**src/rtl/conveyor_scroll.sv**
```systemverilog
// conveyor_scroll: scrolling striped conveyor-belt overlay.
// A per-frame scroll offset is stepped by `speed` on qualifying frame ticks.
// Each pixel inside one of the stacked lanes is lit when its stripe phase
// falls in the lit part of the period. Odd lanes run the opposite way.
module conveyor_scroll #(
    parameter int COORD_W    = 16,
    parameter int PERIOD     = 64,
    parameter int STRIPE_ON  = 32,
    parameter int X_MIN      = 56,
    parameter int X_MAX      = 583,
    parameter int Y_MIN      = 400,
    parameter int LANE_H     = 16,
    parameter int LANE_PITCH = 32,
    parameter int LANES      = 2
) (
    input  logic                        clk,
    input  logic                        rst_n,
    input  logic [COORD_W-1:0]          col,
    input  logic [COORD_W-1:0]          row,
    input  logic                        frame_tick,
    input  logic                        enable,
    input  logic                        dir,
    input  logic [3:0]                  speed,
    output logic                        swirl,
    output logic [1:0]                  lane_hit,
    output logic                        wrap,
    output logic [$clog2(PERIOD)-1:0]   offset
);

    localparam int OW = $clog2(PERIOD);

    localparam logic [COORD_W-1:0] XLO      = COORD_W'(X_MIN);
    localparam logic [COORD_W-1:0] XHI      = COORD_W'(X_MAX);
    localparam logic [OW-1:0]      STRIPE_P = OW'(STRIPE_ON);

    logic [OW-1:0] spd_ext;
    logic [OW:0]   fwd_sum;
    logic          in_x;
    logic          hit;
    logic [1:0]    hit_lane;
    logic [OW-1:0] dxp;
    logic [OW-1:0] phase;
    logic          lit;

    // Step arithmetic; speed never reaches PERIOD, so one carry bit is enough.
    always_comb begin
        spd_ext = OW'(speed);
        fwd_sum = {1'b0, offset} + {1'b0, spd_ext};
    end

    // Scroll offset and wrap pulse: advance only on an enabled frame tick.
    always_ff @(posedge clk or negedge rst_n) begin
        if (!rst_n) begin
            offset <= '0;
            wrap   <= 1'b0;
        end else begin
            wrap <= 1'b0;
            if (frame_tick && enable) begin
                if (!dir) begin
                    offset <= fwd_sum[OW-1:0];
                    wrap   <= fwd_sum[OW];
                end else begin
                    offset <= offset - spd_ext;
                    wrap   <= (spd_ext > offset);
                end
            end
        end
    end

    // Lane decode and stripe phase; the mod is plain truncation to OW bits.
    always_comb begin
        in_x     = (col >= XLO) && (col <= XHI);
        hit      = 1'b0;
        hit_lane = 2'd0;
        for (int k = 0; k < LANES; k++) begin
            if (in_x &&
                row >= COORD_W'(Y_MIN + k * LANE_PITCH) &&
                row <= COORD_W'(Y_MIN + k * LANE_PITCH + LANE_H - 1)) begin
                hit      = 1'b1;
                hit_lane = 2'(k);
            end
        end
        dxp   = col[OW-1:0] - XLO[OW-1:0];
        phase = hit_lane[0] ? (dxp - offset) : (dxp + offset);
        lit   = hit && (phase < STRIPE_P);
    end

    // Registered pixel outputs, one cycle behind col/row.
    always_ff @(posedge clk or negedge rst_n) begin
        if (!rst_n) begin
            swirl    <= 1'b0;
            lane_hit <= 2'd0;
        end else begin
            swirl    <= lit;
            lane_hit <= lit ? hit_lane : 2'd0;
        end
    end

endmodule

```
**config.mk**
```make
export PLATFORM = sky130hd
export DESIGN_NAME = conveyor_scroll
export DESIGN_NICKNAME = d
export VERILOG_FILES = /design/src/rtl/conveyor_scroll.sv
export SDC_FILE = /design/constraint.sdc
export NUM_CORES = 1
export LEC_CHECK = 0
export CAP_MARGIN = 10
export CORE_MARGIN = 5
export CORE_UTILIZATION = 44
export CTS_BUF_LIST = sky130_fd_sc_hd__clkbuf_2 sky130_fd_sc_hd__clkbuf_4 sky130_fd_sc_hd__clkbuf_8
export DETAILED_ROUTE_END_ITERATION = 6
export GPL_TIMING_DRIVEN = 0
export PLACE_DENSITY = 0.95
export SKIP_CTS_REPAIR_TIMING = 1
export SLEW_MARGIN = 40
export SYNTH_ARGS = -nofsm -noshare
export SYNTH_HDL_FRONTEND = slang
export SYNTH_SLANG_ARGS = --single-unit
```
**constraint.sdc**
```tcl
create_clock -name clk -period 4.36 [get_ports clk]
set_clock_uncertainty 0.15 [all_clocks]
set_input_delay 0.436 -clock clk [delete_from_list [all_inputs] [get_ports clk]]
set_output_delay 0.436 -clock clk [all_outputs]
set_load 0.01 [all_outputs]
```
### Yosys cells after proc, flatten, opt, wreduce, memory -nomap -nowiden

Cells that the tools add are included.
W data, S select, Z words.

* bits in registers: 10
* input port bits: 41
* output and inout bits: 10
* word-level logic and storage cells: 32

* order comparisons: 8
* add/sub/neg operators: 5
* multiplexer cells: 8
* reductions and logical operators: 7

Operators with widths (number)
* $ge A16 B9 Y1 const B: 2
* $le A16 B9 Y1 const B: 2
* $ge A16 B6 Y1 const B: 1
* $le A16 B10 Y1 const B: 1
* $mux W6: 2
* $add A6 B4 Y7: 1
* $logic_and A1 B1 Y1: 7
* $add A6 B6 Y6: 1
* $gt A4 B6 Y1: 1
* $lt A6 B6 Y1 const B: 1
* $sub A6 B4 Y6: 1
* $sub A6 B6 Y6: 1
* $sub A6 B6 Y6 const B: 1
* $mux W1: 5
* $mux W2: 1

### Depth between registers and ports, before layout

Gate-level depths: netlist of the first run.

* depth in word-level cells: 9
* depth in mapped cells: 11

### Worst setup path before layout of the first run

Ideal clock, no wire load.

* kind: input to register
* start point: input port row[10]
* end point: register lane_hit[0]
* arrival time: 2.532 ns
* path slack: 1.592 ns
* buffers on the path: 0
* setup time: 0.086 ns
* data required time: 4.124 ns
* cell stages on the path: 11
* cell sequence: or4b_1 > nor3_2 > nand4_1 > nand2b_1 > xor2_1 > ha_1 > a21o_1 > a31oi_1 > o21ai_1 > xor2_1 > nor3_1

* word-level cells in the longest chain between the ends: 8
* elaborated cells between the ends (all ways): 15

RTL lines
* start: declaration: RTL line 19 `input logic [COORD_W-1:0] row,`
* $ge A16 B9 Y1: RTL line 77 `row >= COORD_W'(Y_MIN + k * LANE_PITCH) &&`
* $logic_and A1 B1 Y1: RTL line 76 `if (in_x &&`
* $logic_and A1 B1 Y1: RTL line 77
* $mux W1: RTL line 76
* $mux W6: RTL line 84 `phase = hit_lane[0] ? (dxp - offset) : (dxp + offset);`
* $lt A6 B6 Y1: RTL line 85 `lit = hit && (phase < STRIPE_P);`
* $logic_and A1 B1 Y1: RTL line 85
* $mux W2 (*): RTL line 95 `lane_hit <= lit ? hit_lane : 2'd0;`
* end signal: assignment: RTL line 95
* end: declaration: RTL line 25 `output logic [1:0] lane_hit,`

Mark *: on every way between the ends. The rest lies on a longest branch, timed or not.
A chain may end at the register's enable or synchronous reset.

### Worst setup path in the final report of the first run

* start point: input port col[14]
* end point: register lane_hit[0]

* word-level cells in the longest chain between the ends: 9
* elaborated cells between the ends (all ways): 14

RTL lines
* start: declaration: RTL line 18 `input logic [COORD_W-1:0] col,`
* $ge A16 B6 Y1 or $le A16 B10 Y1 (tied branches): RTL line 72 `in_x = (col >= XLO) && (col <= XHI);`
* $logic_and A1 B1 Y1 (*): RTL line 72
* $logic_and A1 B1 Y1: RTL line 76
* $logic_and A1 B1 Y1: RTL line 77
* $mux W1: RTL line 76
* $mux W6: RTL line 84
* $lt A6 B6 Y1: RTL line 85
* $logic_and A1 B1 Y1: RTL line 85
* $mux W2 (*): RTL line 95

Marks and branches as above.

==> metrics list, run 1 <==
- The run finished with clean final reports.
* R2R Path End: lane_hit[0]$_DFF_PN0_
- Global-route usage over all layers: 17.6%
* Detailed Route WL: 2.78 mm
- Number of nets still failing antenna checks after routing: 0
- Worst min-delay path category: input pin to asynchronous set/reset pin
- Commonest non-fill, non-tap cells in the layout: 44 x sky130_fd_sc_hd__clkdlybuf4s50_1, 14 x sky130_fd_sc_hd__ha_1, 10 x sky130_fd_sc_hd__nand2_1, 9 x sky130_fd_sc_hd__inv_1, 9 x sky130_fd_sc_hd__dfrtp_1
- First-pass GRT wire length: 4.67 mm
- Library cell used as clock root buffer: sky130_fd_sc_hd__clkbuf_4
- Peak VDD IR: 0.000302 V
* Worst-path maximum fanout: 5
- CTS built an H-tree with a depth of 1.
- In the final timing run, aggregate negative setup slack is 0 ns.
- Horizontal die dimension: 58.4 um
- Core region area: 2230 um^2
- The area growth from synthesis to layout is 49.1%.
* Worst slack after detailed placement: 0.845 ns
- DP Wirelength: 2.39 mm
* Cells on worst reg2reg path: 10
- Sequential fraction of the synthesis area: 21.9%
- Leak: 0.674 nW
- In this run switching power makes up 43.1% of total power.
- The detailed router finished its first iteration with 22 violations.
- RSZ-0062 raised after global routing: no
- Design Power: 0.000677 W
- Input and output buffers added on the ports amount to 44.
- Sequential Power Share: 24.4%
- Total via count after detailed routing: 1048
- The initial utilization of the core area, before any placement, comes to 46.1%.
- After filler insertion, the fill cell instance count of the layout stands at 189.
* Rows: 17
* Power Density: 441 nW/um^2
- Data arrival time of the critical path: 3.24 ns
- Largest net degree at the start of global routing: 11
- The number of global-route vias before repair was 1115.
- Hold violation count in the final report: 0
- Synthesized area per cell: 8.58 um^2
- The number of different library cells used by synthesis comes to 40.
* Max-slew violation total from the final report: 0
- Power spent charging and discharging nets: 0.000292 W
* Max Buffers Root-to-Sink: 2
- Core utilization of the finished layout: 68.7%
* Share of cells above drive strength 1: 8.93%
- The clock drives 9 sinks.
- Number of vias per cell after detailed routing: 5.35
- Overall overflow remaining after global route: 0
- The clock period could shrink to 3.22 ns.
- At the end of the flow, the number of nets in the layout was 226.
* Most common cell after layout, fill and taps aside: sky130_fd_sc_hd__clkdlybuf4s50_1
- Synthesis handed over a netlist of 120 instances.
- Across the run, the number of max-cap violations was 0.
* Antenna violations before repair: 0
- Y dimension of the die: 58.4 um
- In this run, CTS created clock tree buffers numbering 3.
* TritonCTS clock tree: done
* First-pass DRT Iterations: 4
- After synthesis the netlist holds a flip-flop and latch count of 9.
- For flop-to-flop paths, the worst setup slack is 1.82 ns.
- After detailed routing, the average wire length per cell comes to 14.2 um.
- For this run, design rule violations remaining after detail routing come to 0.
* Startpoint of the worst register-to-register path: offset[1]$_DFFE_PN0P_
- The cell area that synthesis handed to floorplanning was 1030 um^2.
- Die Footprint: 3410 um^2
- Clock power frac: 10.4%
- 0 antenna diodes ended up in the layout.
- Endpoint class of the critical path: flip-flop
- Yosys printed 0 warnings.
- The critical path is of the input pin to flip-flop type.
- Clock transition time at the flip-flop clock pins of the worst setup and hold paths: 0.06 ns
- For the worst setup path, the data required time is 4.38 ns.
- The worst path meets setup with 1.14 ns of slack.
- The internal power of the cells totals 0.000385 W.
- Setup violations remaining at the end of the flow were counted as 0.
- Nature of the critical path startpoint: input pin
* Routability congestion estimate: 0.963
- Worst skew pair latency: 0.26 ns
* Number of top-level pins: 51
- When the netlist entered floorplanning its net count stood at 177.
- Combinational logic is responsible for 65.2% of the overall power.
- Final clock period utilization by the worst path: 73.9%
* Highest clock rate: 310 MHz
-- how the worst max path moves through the flow --
stage | start | end | slack, ns | cells after the start
after floorplan | row[10] | lane_hit[0]$_DFF_PN0_ | 1.59 | 11
after global placement | col[14] | lane_hit[0]$_DFF_PN0_ | 0.97 | 12
after detailed placement | col[14] | lane_hit[0]$_DFF_PN0_ | 0.84 | 12
after CTS | col[14] | lane_hit[0]$_DFF_PN0_ | 1.11 | 12
after global routing | col[14] | lane_hit[0]$_DFF_PN0_ | 0.90 | 12
final | col[14] | lane_hit[0]$_DFF_PN0_ | 1.14 | 12
-- layer usage --
metal / up-vias / GRT usage (%) / routed length (um)
li1: 519 / - / -
met1: 467 / 17.5 / 1060
met2: 55 / 32.1 / 1360
met3: 7 / 7.02 / 309
met4: 0 / 7.28 / 41
met5: - / 0 / 0
-- per-stage QoR --
step / cells / cell area (um^2) / hold WS [ns]
5_1_grt: 196 / 1540 / 0.332
6_report: 196 / 1540 / 0.309
2_1_floorplan: 120 / 1030 / -0.00959
3_3_place_gp: 192 / 1510 / 0.407
4_1_cts: 196 / 1540 / 0.314
3_5_place_dp: 192 / 1510 / 0.405
-- flip-flops by register name, summed over array words and instances, names as in the netlist --
name and flops:
wrap 1, swirl 1, offset 6, lane_hit 1
-- cells by family (layout without fill, tap and decap cells) --
| group | count (synthesis) | in the layout | share of synthesized area, % |
|---|---|---|---|
| AO/OA/AOI/OAI | 28 | 28 | 18.7 |
| XOR/XNOR | 11 | 11 | 9.36 |
| adder cells (fa/ha/maj) | 16 | 16 | 20.9 |
| buffers and inverters | 12 | 60 | 4.86 |
| flip-flops | 9 | 9 | 21.9 |
| multiplexers | 1 | 1 | 1.09 |
| other | 1 | 1 | 0.364 |
| AND/OR/NAND/NOR | 42 | 42 | 22.8 |
-- power groups by stage --
stage	Sequential (W)	Combinational, W	Clock, W
after global placement	0.000164	0.000414	0
after global routing	0.000172	0.000497	0.0000795
after floorplan	0.000166	0.000281	0
after CTS	0.000164	0.000444	0.0000731
after detailed placement	0.000165	0.000441	0
final	0.000165	0.000441	0.0000706
-- Yosys cell counts --
| master | count | area, um^2 |
|---|---|---|
| sky130_fd_sc_hd__nor2_1 | 7 | 26.3 |
| sky130_fd_sc_hd__o31ai_1 | 1 | 7.51 |
| sky130_fd_sc_hd__buf_4 | 1 | 7.51 |
| sky130_fd_sc_hd__or4_1 | 1 | 7.51 |
| sky130_fd_sc_hd__o31ai_2 | 1 | 12.5 |
| sky130_fd_sc_hd__a211oi_1 | 1 | 7.51 |
| sky130_fd_sc_hd__nor3_1 | 2 | 10.0 |
| sky130_fd_sc_hd__o211ai_1 | 1 | 7.51 |
| sky130_fd_sc_hd__mux2_2 | 1 | 11.3 |
| sky130_fd_sc_hd__dfrtp_1 | 9 | 225 |
| sky130_fd_sc_hd__inv_1 | 9 | 33.8 |
| sky130_fd_sc_hd__nand2_1 | 10 | 37.5 |
| sky130_fd_sc_hd__a21boi_0 | 1 | 7.51 |
| sky130_fd_sc_hd__o21bai_1 | 1 | 7.51 |
| sky130_fd_sc_hd__xor2_1 | 7 | 61.3 |
| sky130_fd_sc_hd__inv_2 | 1 | 3.75 |
| sky130_fd_sc_hd__or4b_1 | 1 | 10.0 |
| sky130_fd_sc_hd__or2_2 | 2 | 12.5 |
| sky130_fd_sc_hd__nand3_1 | 3 | 15.0 |
| sky130_fd_sc_hd__o21ai_0 | 3 | 15.0 |
| sky130_fd_sc_hd__o21ai_1 | 4 | 20.0 |
| sky130_fd_sc_hd__a21o_1 | 3 | 22.5 |
| sky130_fd_sc_hd__buf_2 | 1 | 5.00 |
| sky130_fd_sc_hd__conb_1 | 1 | 3.75 |
| sky130_fd_sc_hd__a21oi_1 | 8 | 40.0 |
| sky130_fd_sc_hd__a221oi_1 | 1 | 8.76 |
| sky130_fd_sc_hd__nand2b_1 | 4 | 25.0 |
| sky130_fd_sc_hd__or3_1 | 1 | 6.26 |
| sky130_fd_sc_hd__nor4_1 | 2 | 12.5 |
| sky130_fd_sc_hd__o31ai_4 | 1 | 21.3 |
| sky130_fd_sc_hd__nand3b_1 | 2 | 15.0 |
| sky130_fd_sc_hd__nor3_2 | 1 | 10.0 |
| sky130_fd_sc_hd__ha_1 | 14 | 175 |
| sky130_fd_sc_hd__or4_4 | 2 | 22.5 |
| sky130_fd_sc_hd__nand4_1 | 1 | 6.26 |
| sky130_fd_sc_hd__xnor2_1 | 4 | 35.0 |
| sky130_fd_sc_hd__o31a_1 | 1 | 8.76 |
| sky130_fd_sc_hd__nor2b_1 | 3 | 18.8 |
| sky130_fd_sc_hd__a31oi_1 | 1 | 6.26 |
| sky130_fd_sc_hd__fa_1 | 2 | 40.0 |
-- critical path: stages --
cell and delay [ns]:
sky130_fd_sc_hd__clkdlybuf4s50_1 0.40, sky130_fd_sc_hd__or4_4 0.55, sky130_fd_sc_hd__a211oi_1 0.22, sky130_fd_sc_hd__nand4_1 0.26
sky130_fd_sc_hd__nand2b_1 0.17, sky130_fd_sc_hd__xor2_1 0.16, sky130_fd_sc_hd__ha_1 0.26, sky130_fd_sc_hd__a21o_1 0.15
sky130_fd_sc_hd__a31oi_1 0.16, sky130_fd_sc_hd__o21ai_1 0.15, sky130_fd_sc_hd__xor2_1 0.18, sky130_fd_sc_hd__nor3_1 0.16
-- cell type report --
class	count	area [um^2]	area share (%)
Buffer	2	12.5	0.815
Clock buffer	4	30.0	1.96
Inverter	10	37.5	2.44
Multi-Input combinational cell	99	754	49.1
Sequential cell	9	225	14.7
Tap cell	28	35.0	2.28
Timing Repair Buffer	44	440	28.7
(Power assumes the default switching activity.)
==> run 2, diff against run 1 <==
CORE_UTILIZATION = 42   (was 44)
PLACE_DENSITY = 0.94   (was 0.95)
clock period = 3.3 ns   (was 4.36 ns; I/O delays follow)
==> run 2 against run 1 <==
Design area grew 0.65%. Clock power grew 24%. Sequential cell count is the same. Utilization shrank 4.6 points. Worst setup slack lost 0.91 ns. Sequential share of layout area shrank 0.095 points. Critical path depth is the same. Sequential power grew 33%. Global-route usage grew 0.086 points. Worst hold slack lost 0.095 ns. First-iteration DRC count shrank 4.5%. Highest routed layer unchanged.
==> metrics list, run 2 (synthesized netlist as in run 1, its figures left out) <==
- The number of max-capacitance violations reported is 0 (unchanged).
- Start point of the critical path: row[11]
* Detailed Route WL: 2.86 mm (+3.1%)
- Worst min-delay path category: input pin to asynchronous set/reset pin
- Inserted Clock Buffers: 3 (unchanged)
- Core region area: 2410 um^2 (+7.9%)
* Via count of the first global-routing pass: 1143 (+2.5%)
* Total area of sequential cells: 225 um^2 (unchanged)
- The critical path's largest stage delay is 0.57 ns (+0.02 ns).
- Worst skew pair latency: 0.25 ns (about the same)
- Global-route usage over all layers: 17.6% (+0.086 points)
- The count of filler cells inserted in the layout was 219 (+16%).
* Horizontal die dimension: 59.5 um (+2.0%)
- Share of cells above drive strength 1: 9.47% (+0.54 points)
* Peak VDD IR: 0.000331 V (+9.6%)
- The routed design could run at a clock period as short as 3.07 ns.
- The power consumption came to 0.000893 W (+32%).
- Walking the worst path, the cells encountered are clkdlybuf4s50_1 > or4b_1 > nor3_2 > nand4_1 > nand2b_1 > xor2_1 > ha_1 > a21o_1 > a31oi_1 > o21ai_1 > xor2_1 > nor3_1.
- Multi-input gate area: 754 um^2 (unchanged)
- Startpoint of the worst register-to-register path: offset[1]$_DFFE_PN0P_
- Endpoint class of the critical path: flip-flop
* Total via count after detailed routing: 1060 (+1.1%)
- Leaving out fill and tap cells, the most frequent cells in the layout are 44 x sky130_fd_sc_hd__clkdlybuf4s50_1, 14 x sky130_fd_sc_hd__ha_1, 10 x sky130_fd_sc_hd__nand2_1, 9 x sky130_fd_sc_hd__inv_1, 9 x sky130_fd_sc_hd__dfrtp_1.
* Clock transition time at the flip-flop clock pins of the worst setup and hold paths: 0.06 ns (about the same)
* Number of flip-flops in the largest register: 6 (unchanged)
* Number of top-level pins: 51 (unchanged)
* Average detailed-routed wire length per instance: 14.4 um (+1.5%)
- Final-report setup violation count: 0 (unchanged)
* Register with the most flip-flops: offset
- Library cell used as clock root buffer: sky130_fd_sc_hd__clkbuf_4
- The largest fanout on the critical path was 4 (-1).
- The quantity of I/O buffers inserted on ports was 44 (unchanged).
* Most common cell after layout, fill and taps aside: sky130_fd_sc_hd__clkdlybuf4s50_1
- DR DRC count: 0 (unchanged)
* Largest delay contributor family on the critical path: simple AND/OR/NAND/NOR gates
- Initial detailed-routing violation count: 21 (-4.5%)
- Derived from the worst setup path, the maximum achievable clock frequency is 325 MHz.
- Relative to the synthesized area, the layout overhead comes to 50.1%.
- The half-perimeter wire length after detailed placement came to 2.45 mm (+2.5%).
- TritonCTS built the clock tree.
* Final clock period utilization by the worst path: 93.1%
- The initial core utilization came to 42.7% (-3.4 points).
- The leakage dissipation is 0.679 nW (+0.61%).
- The count of buffering cells on the critical path with inverters included is 1 (unchanged).
- First-pass GRT wire length: 4.73 mm (+1.2%)
* Die Footprint: 3540 um^2 (+3.9%)
- Overall overflow remaining after global route: 0 (unchanged)
- The final cell area excluding filler cells came to 1550 um^2 (+0.65%).
- The total clock sinks came to 9 (unchanged).
* Net count of the finished layout: 227 (+0.44%)
* Antenna violations before repair: 0 (unchanged)
- The data required time at the worst endpoint came to 3.32 ns (-1.06 ns).
- The number of slew-limit violations in the final report is 0 (unchanged).
- The CTS H-tree depth came to 1 (unchanged).
* First-pass DRT Iterations: 4 (unchanged)
- Setup repair after global routing left no endpoint under its margin.
* Type of the worst setup path: input pin to flip-flop
- Among the stages of the critical path, the cell type that occurs most often is sky130_fd_sc_hd__xor2_1.
- The final number of hold-violating endpoints is 0 (unchanged).
- The worst hold slack across all endpoints was 0.214 ns (-0.0948 ns).
* Max stage delay cell, worst path: sky130_fd_sc_hd__or4b_1
- The core occupancy in the finished layout was 64.1% (-4.6 points).
- ANT cells: 0 (unchanged)
- Routability congestion estimate: 0.862 (-11%)
- Data arrival time of the critical path: 3.09 ns (-0.15 ns)
* Number of vias per cell after detailed routing: 5.33 (-0.38%)
- The maximum count of clock buffers along a single path is 2 (unchanged).
* Power Density: 578 nW/um^2 (+31%)
- The antenna violation net count after detailed routing is 0 (unchanged).
- Run status: completed
* Nature of the critical path startpoint: input pin
* Y dimension of the die: 59.5 um (+2.0%)
* Largest net degree at the start of global routing: 11 (unchanged)
- The post-detailed-placement cell area is 1510 um^2 (+0.17%).
* Rows: 18 (+1)
## run 2: cell type report
class,instances,share of cell area [%]
Inverter,10,2.43
Buffer,2,0.810
Multi-Input combinational cell,99,48.8
Timing Repair Buffer,45,29.0
Tap cell,30,2.43
Clock buffer,4,1.94
Sequential cell,9,14.6
## run 2: routing by layer
metal / wire length [um] / track usage [%] / part of all wire [%] / vias up
li1: - / - / - / 520
met1: 1120 / 17.9 / 39 / 484
met2: 1420 / 32.9 / 49 / 48
met3: 269 / 5.23 / 9.4 / 8
met4: 58 / 7.59 / 2.0 / 0
met5: 0 / 0 / 0 / -
## run 2: worst register-to-register path, cell delays in order, from the launching register on
cell and delay, ns:
sky130_fd_sc_hd__dfrtp_1 0.48, sky130_fd_sc_hd__inv_1 0.19, sky130_fd_sc_hd__ha_1 0.23, sky130_fd_sc_hd__nand2b_1 0.16, sky130_fd_sc_hd__xor2_1 0.15, sky130_fd_sc_hd__ha_1 0.30, sky130_fd_sc_hd__a21o_1 0.16, sky130_fd_sc_hd__a31oi_1 0.16
sky130_fd_sc_hd__o21ai_1 0.15, sky130_fd_sc_hd__xor2_1 0.19, sky130_fd_sc_hd__nor3_1 0.14
## run 2: path summary, 6_finish.rpt
| path | slack [ns] | endpoint | cells past startpoint |
|---|---|---|---|
| worst max register to register | 0.77 | lane_hit[0]$_DFF_PN0_ | 10 |
| max in group asynchronous | 2.51 | offset[0]$_DFFE_PN0P_ | 1 |
| worst min-delay path | 0.21 | lane_hit[0]$_DFF_PN0_ | 1 |
| worst min register to register | 0.43 | offset[5]$_DFFE_PN0P_ | 1 |
| worst max-delay path | 0.23 | lane_hit[0]$_DFF_PN0_ | 12 |
| min in group clk | 0.35 | wrap$_DFF_PN0_ | 4 |
## run 2: per-stage QoR
stage / TNS (ns) / instances / worst slack [ns]
floorplan: 0 / 120 / 0.638
global placement: 0 / 194 / 0.0142
detailed placement: -0.135 / 194 / -0.0885
CTS: 0 / 198 / 0.174
global route: 0 / 199 / 0.0680
finish: 0 / 199 / 0.227
## run 2: where the power goes
| group | leakage (nW) | switching [W] | total, W | internal (W) |
|---|---|---|---|---|
| combinational | 0.545 | 0.000274 | 0.000585 | 0.000311 |
| clock | 0.0184 | 0.0000332 | 0.0000876 | 0.0000545 |
| sequential | 0.115 | 0.0000759 | 0.000220 | 0.000145 |
